==> src/rtl/bcd_digit_entry.sv <==
// Debounced BCD keypad entry: stable digits shift into an N-digit packed BCD
// register (newest digit in nibble 0), with clear/backspace editing and status.
module bcd_digit_entry #(
  parameter int NUM_DIGITS    = 4,
  parameter int STABLE_CYCLES = 4,
  localparam int CW           = $clog2(NUM_DIGITS + 1)
) (
  input  logic                    clk,
  input  logic                    rst,
  input  logic [3:0]              digit_in,
  input  logic                    digit_valid,
  input  logic                    clear,
  input  logic                    backspace,
  output logic [4*NUM_DIGITS-1:0] bcd_out,
  output logic [CW-1:0]           digit_count,
  output logic                    full,
  output logic                    accept,
  output logic                    reject,
  output logic                    err
);

  localparam int SW = $clog2(STABLE_CYCLES + 1);

  typedef enum logic [1:0] {
    IDLE,
    DEBOUNCE,
    HELD
  } state_t;

  state_t          state;
  logic [3:0]      candidate;
  logic [SW-1:0]   stab_cnt;
  logic            legal;
  logic            illegal;
  logic            commit_req;
  logic [4*NUM_DIGITS-1:0] push_val;
  logic [4*NUM_DIGITS-1:0] pop_val;

  always_comb begin
    legal      = (digit_in <= 4'd9);
    illegal    = digit_valid & ~legal;
    commit_req = 1'b0;
    if (digit_valid && legal) begin
      unique case (state)
        IDLE:     commit_req = (STABLE_CYCLES == 1);
        DEBOUNCE: commit_req = (digit_in == candidate) &&
                               (stab_cnt == SW'(STABLE_CYCLES - 1));
        default:  commit_req = 1'b0;
      endcase
    end
  end

  // digit_in equals the candidate whenever a commit is requested, and it is
  // the only valid source when STABLE_CYCLES==1 commits straight from IDLE.
  generate
    if (NUM_DIGITS == 1) begin : g_single
      assign push_val = digit_in;
      assign pop_val  = '0;
    end else begin : g_multi
      assign push_val = {bcd_out[4*NUM_DIGITS-5:0], digit_in};
      assign pop_val  = {4'h0, bcd_out[4*NUM_DIGITS-1:4]};
    end
  endgenerate

  assign full = (digit_count == CW'(NUM_DIGITS));

  always_ff @(posedge clk or posedge rst) begin
    if (rst) begin
      state     <= IDLE;
      candidate <= '0;
      stab_cnt  <= '0;
    end else if (illegal) begin
      state    <= IDLE;
      stab_cnt <= '0;
    end else begin
      unique case (state)
        IDLE: begin
          if (digit_valid) begin
            candidate <= digit_in;
            stab_cnt  <= SW'(1);
            state     <= (STABLE_CYCLES == 1) ? HELD : DEBOUNCE;
          end
        end
        DEBOUNCE: begin
          if (!digit_valid) begin
            state    <= IDLE;
            stab_cnt <= '0;
          end else if (digit_in != candidate) begin
            candidate <= digit_in;
            stab_cnt  <= SW'(1);
          end else if (commit_req) begin
            state    <= HELD;
            stab_cnt <= '0;
          end else begin
            stab_cnt <= stab_cnt + SW'(1);
          end
        end
        HELD: begin
          if (!digit_valid) state <= IDLE;
        end
        default: state <= IDLE;
      endcase
    end
  end

  always_ff @(posedge clk or posedge rst) begin
    if (rst) begin
      bcd_out     <= '0;
      digit_count <= '0;
      accept      <= 1'b0;
      reject      <= 1'b0;
      err         <= 1'b0;
    end else begin
      accept <= 1'b0;
      reject <= 1'b0;
      if (clear) begin
        bcd_out     <= '0;
        digit_count <= '0;
        err         <= 1'b0;
        reject      <= commit_req;
      end else begin
        if (illegal) err <= 1'b1;
        // Any backspace strobe outranks a same-cycle commit, even on an empty entry.
        if (backspace) begin
          if (digit_count != '0) begin
            bcd_out     <= pop_val;
            digit_count <= digit_count - CW'(1);
          end
          reject <= commit_req;
        end else if (commit_req) begin
          if (full) begin
            reject <= 1'b1;
          end else begin
            bcd_out     <= push_val;
            digit_count <= digit_count + CW'(1);
            accept      <= 1'b1;
          end
        end
      end
    end
  end

endmodule

==> config.mk <==
export PLATFORM = sky130hd
export DESIGN_NAME = bcd_digit_entry
export DESIGN_NICKNAME = d
export VERILOG_FILES = /design/src/rtl/bcd_digit_entry.sv
export SDC_FILE = /design/constraint.sdc
export NUM_CORES = 1
export LEC_CHECK = 0
export ABC_AREA = 0
export CAP_MARGIN = 10
export CORE_ASPECT_RATIO = 1.25
export CORE_MARGIN = 2
export CORE_UTILIZATION = 30
export CTS_CLUSTER_DIAMETER = 60
export CTS_CLUSTER_SIZE = 8
export DETAILED_ROUTE_END_ITERATION = 10
export RECOVER_POWER = 25
export SLEW_MARGIN = 0
export SYNTH_ARGS = -nofsm -noshare
export SYNTH_HDL_FRONTEND = slang
export SYNTH_SLANG_ARGS = --single-unit
==> constraint.sdc <==
create_clock -name clk -period 2.4 [get_ports clk]
set_input_delay 0.48 -clock clk [delete_from_list [all_inputs] [get_ports clk]]
set_output_delay 0.48 -clock clk [all_outputs]
set_load 0.02 [all_outputs]
==> qor.csv, run 1 <==
metric;value;unit
max_clock_freq;462;MHz
die_w;74.2;microns
place.gp.congestion;0.789;
cts_tree;done;
period_share;90.2;%
yosysWarnings;0;
holdBufCountCts;0;
tns;0;ps
synthToLayoutAreaGrowth;30.9;%
initialDrtViolationCount;59;
wl_per_cell;14.1;microns
finalWirelength;4.41;mm
clk_pin_slew;70;ps
drtAntennaViolNets;0;
finalHoldViolCount;0;
synth_edf_count;0;
cts_made_buffers;5;
placed_area;2340;sq um
htreeDepth;2;
num_vias;1510;
synth_area_per_cell;10.0;sq um
synth_nets;197;
criticalPathCategory;flop to primary output;
async_flop_share;100;%
slew_headroom;46.1;%
synth_top_area_share;41.9;%
cts_root_buf;clkbuf_8;
place_ws;116;ps
die-height;91.8;microns
n_antenna_cell;0;
numPortBuffers;31;
endpoint_kind;primary output;
setup_violations;0;
fin_worst_skew;8.64;ps
synthesis.area;1850;sq um
peakVddDrop;0.000325;V
crit_required;1920;ps
worstSetupStartpointType;flop;
whs;498;ps
start_util;30.4;%
drv_slew;0;
grt-ovfl-total;0;
period_minus_slack;2170;ps
ys_ff_latch;31;
grt_usage;14.1;%
cts_max_path_buffers;2;
synthCells;185;
coreArea;6090;sq um
finish.utilization;39.8;%
grt_first_pass_wirelength;7.51;mm
grt_max_degree;32;
clk_latency;290;ps
status;completed;
firstDrtPassIters;4;
hold_class;flop to flop;
crit_fanout;9;
yosys.area.top_type;dfrtp_1;
die-area;6810;sq um
drive_gt1_share;23.2;%
grt_antenna_before_repair;0;
ios;32;
rsz0062_at_grt;false;
drc;0;
cts_sinks;31;
fin_ws;235;ps
cap_violations;0;
cts_setup_buffers;0;
ctsResizeCount;0;
synth_cell_types;47;
ys.flop_type;dfrtp_1;
vias_per_cell;4.82;
final_cell_area;2420;sq um
hpwl;3.06;mm
synth-seq-area-share;41.9;%
synth_area_leaders;dfrtp_1, nand2_1, mux2_2;
fp-row-count;32;
tightest_slew;808;ps
grt_pass1_vias;1519;
arrival;1690;ps
power_density;510;nW/um^2
nets;239;
p_leak;1.02;nW
-- placed cells by master, fill, tap and decap left out, types with 2 or more instances in the layout --
master / synthesis / routed
a211oi_1: 3 / 3
a21oi_1: 4 / 4
a32o_1: 2 / 2
a41oi_1: 2 / 2
and2_1: 2 / 2
and3_1: 2 / 2
and4_1: 2 / 2
buf_12: 1 / 3
buf_4: 1 / 11
clkbuf_8: 0 / 5
clkdlybuf4s50_1: 0 / 30
dfrtp_1: 31 / 31
ha_1: 2 / 2
inv_1: 11 / 11
mux2_2: 12 / 12
nand2_1: 45 / 45
nand3_1: 2 / 2
nor2_1: 8 / 8
nor2b_1: 2 / 2
nor3_1: 2 / 2
o22ai_1: 6 / 6
o22ai_2: 10 / 10
xnor2_1: 3 / 3
-- report_power, final --
part           internal, mW  total [mW]  leakage, nW  switching (mW)
clock network         0.203       0.411       0.0412           0.208
registers             0.546       0.574        0.419          0.0276
logic                 0.118       0.251        0.557           0.133
-- routing by layer --
metal,share of wire [%],global-route usage [%]
met1,44,18.2
met2,52,23.1
met4,1.1,4.76
met5,0,0
met3,3.0,2.86
-- cells by family (layout without fill, tap and decap cells) --
group	count (synthesis)	count (layout)	share of synthesized area [%]
and+or+nand+nor	74	74	20.2
AOI/OAI and AO/OA	39	39	19.4
DFF	31	31	41.9
buffers and inverters	22	65	6.50
muxes	12	12	7.31
xor gates and xnor gates	4	4	2.30
adders and majority gates	3	3	2.44
-- worst paths after layout --
kind | cells past startpoint | end | start | slack [ps]
setup reg to reg | 6 | bcd_out[0]$_DFFE_PP0P_ | stab_cnt[0]$_DFFE_PP0P_ | 540
hold reg to reg | 2 | candidate[2]$_DFFE_PP0P_ | candidate[2]$_DFFE_PP0P_ | 500
hold / removal | 2 | candidate[2]$_DFFE_PP0P_ | candidate[2]$_DFFE_PP0P_ | 500
setup / recovery | 2 | full | digit_count[0]$_DFFE_PP0P_ | 230
min in group asynchronous | 3 | digit_count[0]$_DFFE_PP0P_ | rst | 860
max in group asynchronous | 3 | bcd_out[13]$_DFFE_PP0P_ | rst | 1030
-- through the flow --
step,instances,total power [mW]
final,313,1.23
after detailed placement,305,0.837
after CTS,313,1.25
after floorplan,185,0.730
after global routing,313,1.30
after global placement,305,0.834
-- flip-flops by register name, indices dropped and copies added, names as in the netlist --
| name | flops |
|---|---|
| bcd_out | 16 |
| candidate | 4 |
| digit_count | 3 |
| stab_cnt | 3 |
| state | 2 |
| accept | 1 |
| err | 1 |
| reject | 1 |
-- Yosys cell counts, drive strengths merged, types with 2 or more instances --
cell,count
a211oi,3
a21oi,5
a32o,2
a41oi,2
and2,2
and3,2
and4,3
buf,6
clkbuf,5
dfrtp,31
ha,2
inv,11
mux2,12
nand2,45
nand3,2
nor2,9
nor2b,2
nor3,2
o21ai,2
o22ai,16
xnor2,4
-- final cells by class --
type	count	area (sq um)
fillers	617	3670
clock buffers	6	72.6
flip-flops and latches	31	776
multi-input cells	132	953
clock inverters	2	12.5
well taps	85	106
repair buffers	46	458
inverters	11	41.3
-- critical path, stage by stage (launching register included) --
cell	delay (ps)
dfrtp_1	490
nor3b_2	270
clkdlybuf4s50_1	640
Power figures use the tool's default switching activity.
==> inputs of run 2 (changes only) <==
Settings changed: CELL_PAD_IN_SITES_DETAIL_PLACEMENT from default to 2, CELL_PAD_IN_SITES_GLOBAL_PLACEMENT from default to 2, PLACE_DENSITY_LB_ADDON from default to 0.1.
==> qor.csv, run 2 (synthesis results as in run 1) <==
metric;value;unit
status;completed;
fin_worst_skew;8.19;ps
reg2reg_from;stab_cnt[0]$_DFFE_PP0P_;
place.gp.congestion;0.762;
firstDrtPassIters;4;
coreArea;6090;sq um
finalWirelength;5.47;mm
wl_per_cell;17.3;microns
cts_tree;done;
period_minus_slack;2290;ps
final_cell_mix;nand2_1, dfrtp_1, clkdlybuf4s50_1, buf_4, mux2_2;
drc;0;
grt_max_degree;32;
hold_end;stab_cnt[1]$_DFFE_PP0P_;
grt_antenna_before_repair;0;
largest_register_ffs;16;
endpoint_kind;primary output;
min_path_cells;1;
critPathMaxStageDelay;670;ps
p_leak;1.03;nW
crit_required;1920;ps
ios;32;
clk_pin_slew;70;ps
n_antenna_cell;0;
start_util;30.4;%
drtAntennaViolNets;0;
power_density;507;nW/um^2
num_vias;1579;
reg_top3;bcd_out: 16 flops, candidate: 4 flops;
synthToLayoutAreaGrowth;31.5;%
initialDrtViolationCount;92;
die-area;6810;sq um
nets;243;
r2r_slack;470;ps
die-height;91.8;microns
period_share;95.4;%
vias_per_cell;5.01;
crit_path_cell_trace;nor3b_4 -> clkdlybuf4s50_1;
tns;0;ps
regMostFlops;bcd_out;
criticalPathCategory;flop to primary output;
r2r-end;bcd_out[12]$_DFFE_PP0P_;
final_common_cell;nand2_1;
fillers;679;
finish.utilization;39.9;%
grt_pass1_vias;1817;
slowest_stage;clkdlybuf4s50_1;
hold_class;flop to flop;
drive_gt1_share;23.9;%
max_clock_freq;437;MHz
grt-ovfl-total;0;
arrival;1810;ps
cap_violations;0;
cts_sinks;31;
hpwl;4.00;mm
hold_start;stab_cnt[1]$_DFFE_PP0P_;
numPortBuffers;31;
tightest_slew;844;ps
htreeDepth;2;
finalHoldViolCount;0;
cts_root_buf;clkbuf_8;
drv_slew;0;
crit_fanout;7;
die_w;74.2;microns
clk_latency;290;ps
grt_first_pass_wirelength;9.56;mm
rsz0062_at_grt;false;
cts_max_path_buffers;2;
grt_usage;18.1;%
slew_headroom;43.7;%
peakVddDrop;0.000171;V
fp-row-count;32;
cts_made_buffers;5;
setup_violations;0;
worstSetupStartpointType;flop;
reg2regPathDepth;6;
run 2: changes by cell type in the layout (fill, tap and decap cells not counted), sizes merged:
| cell | delta |
|---|---|
| buf | +4 |
| clkinv | -1 |
| clkinvlp | -1 |
run 2: final cells by class:
class / count / area [sq um] / share of cell area, %
inverter: 11 / 41.3 / 1.70
sequential: 31 / 776 / 31.9
tap: 85 / 106 / 4.37
multi-input combinational: 132 / 960 / 39.5
clock buffer: 6 / 72.6 / 2.99
timing repair buffer: 50 / 475 / 19.6
run 2: timing repair:
action                                  CTS  global route
endpoints found under the setup margin    1             0
setup buffers                             0             0
hold buffers                              0             0
resized for setup                         1             0
endpoints found under the hold margin     0             0
run 2: worst max-delay path by stage:
stage	start	to	slack [ps]	cells after the start
2_1_floorplan	digit_count[0]$_DFFE_PP0P_	bcd_out[10]$_DFFE_PP0P_	590	5
3_3_place_gp	digit_in[2]	bcd_out[12]$_DFFE_PP0P_	70	6
3_5_place_dp	digit_in[2]	bcd_out[12]$_DFFE_PP0P_	5	6
4_1_cts	digit_count[2]$_DFFE_PP0P_	full	80	2
5_1_grt	digit_count[2]$_DFFE_PP0P_	full	20	2
6_report	digit_count[2]$_DFFE_PP0P_	full	110	2
run 2: where the power goes:
| part | total, mW | switching [mW] | internal [mW] |
|---|---|---|---|
| registers | 0.570 | 0.0234 | 0.546 |
| logic | 0.274 | 0.151 | 0.123 |
| clock network | 0.390 | 0.197 | 0.193 |
| total | 1.23 | 0.371 | 0.862 |
run 2: metal layers:
metal / wire length (microns) / share of wire, % / track usage [%]
met3: 88 / 1.6 / 2.97
met1: 2330 / 43 / 22.9
met4: 62 / 1.1 / 4.46
met2: 2980 / 55 / 31.5
met5: 0 / 0 / 0
run 2: worst max-delay path: cells and delay by family, from the launching register on:
family / cells / cell delay (ps)
buffers and inverters: 1 / 670
flip-flops: 1 / 470
AND/OR/NAND/NOR: 1 / 380
run 2: through the flow:
stage / hold slack (ps) / setup slack (ps) / total power [mW] / cell area [sq um] / cells
2_1_floorplan: 466 / 592 / 0.730 / 1850 / 185
3_3_place_gp: 478 / 66.7 / 0.846 / 2350 / 309
3_5_place_dp: 502 / 4.50 / 0.855 / 2350 / 309
4_1_cts: 517 / 80.3 / 1.26 / 2430 / 315
5_1_grt: 548 / 23.9 / 1.30 / 2430 / 315
6_report: 513 / 111 / 1.23 / 2430 / 315
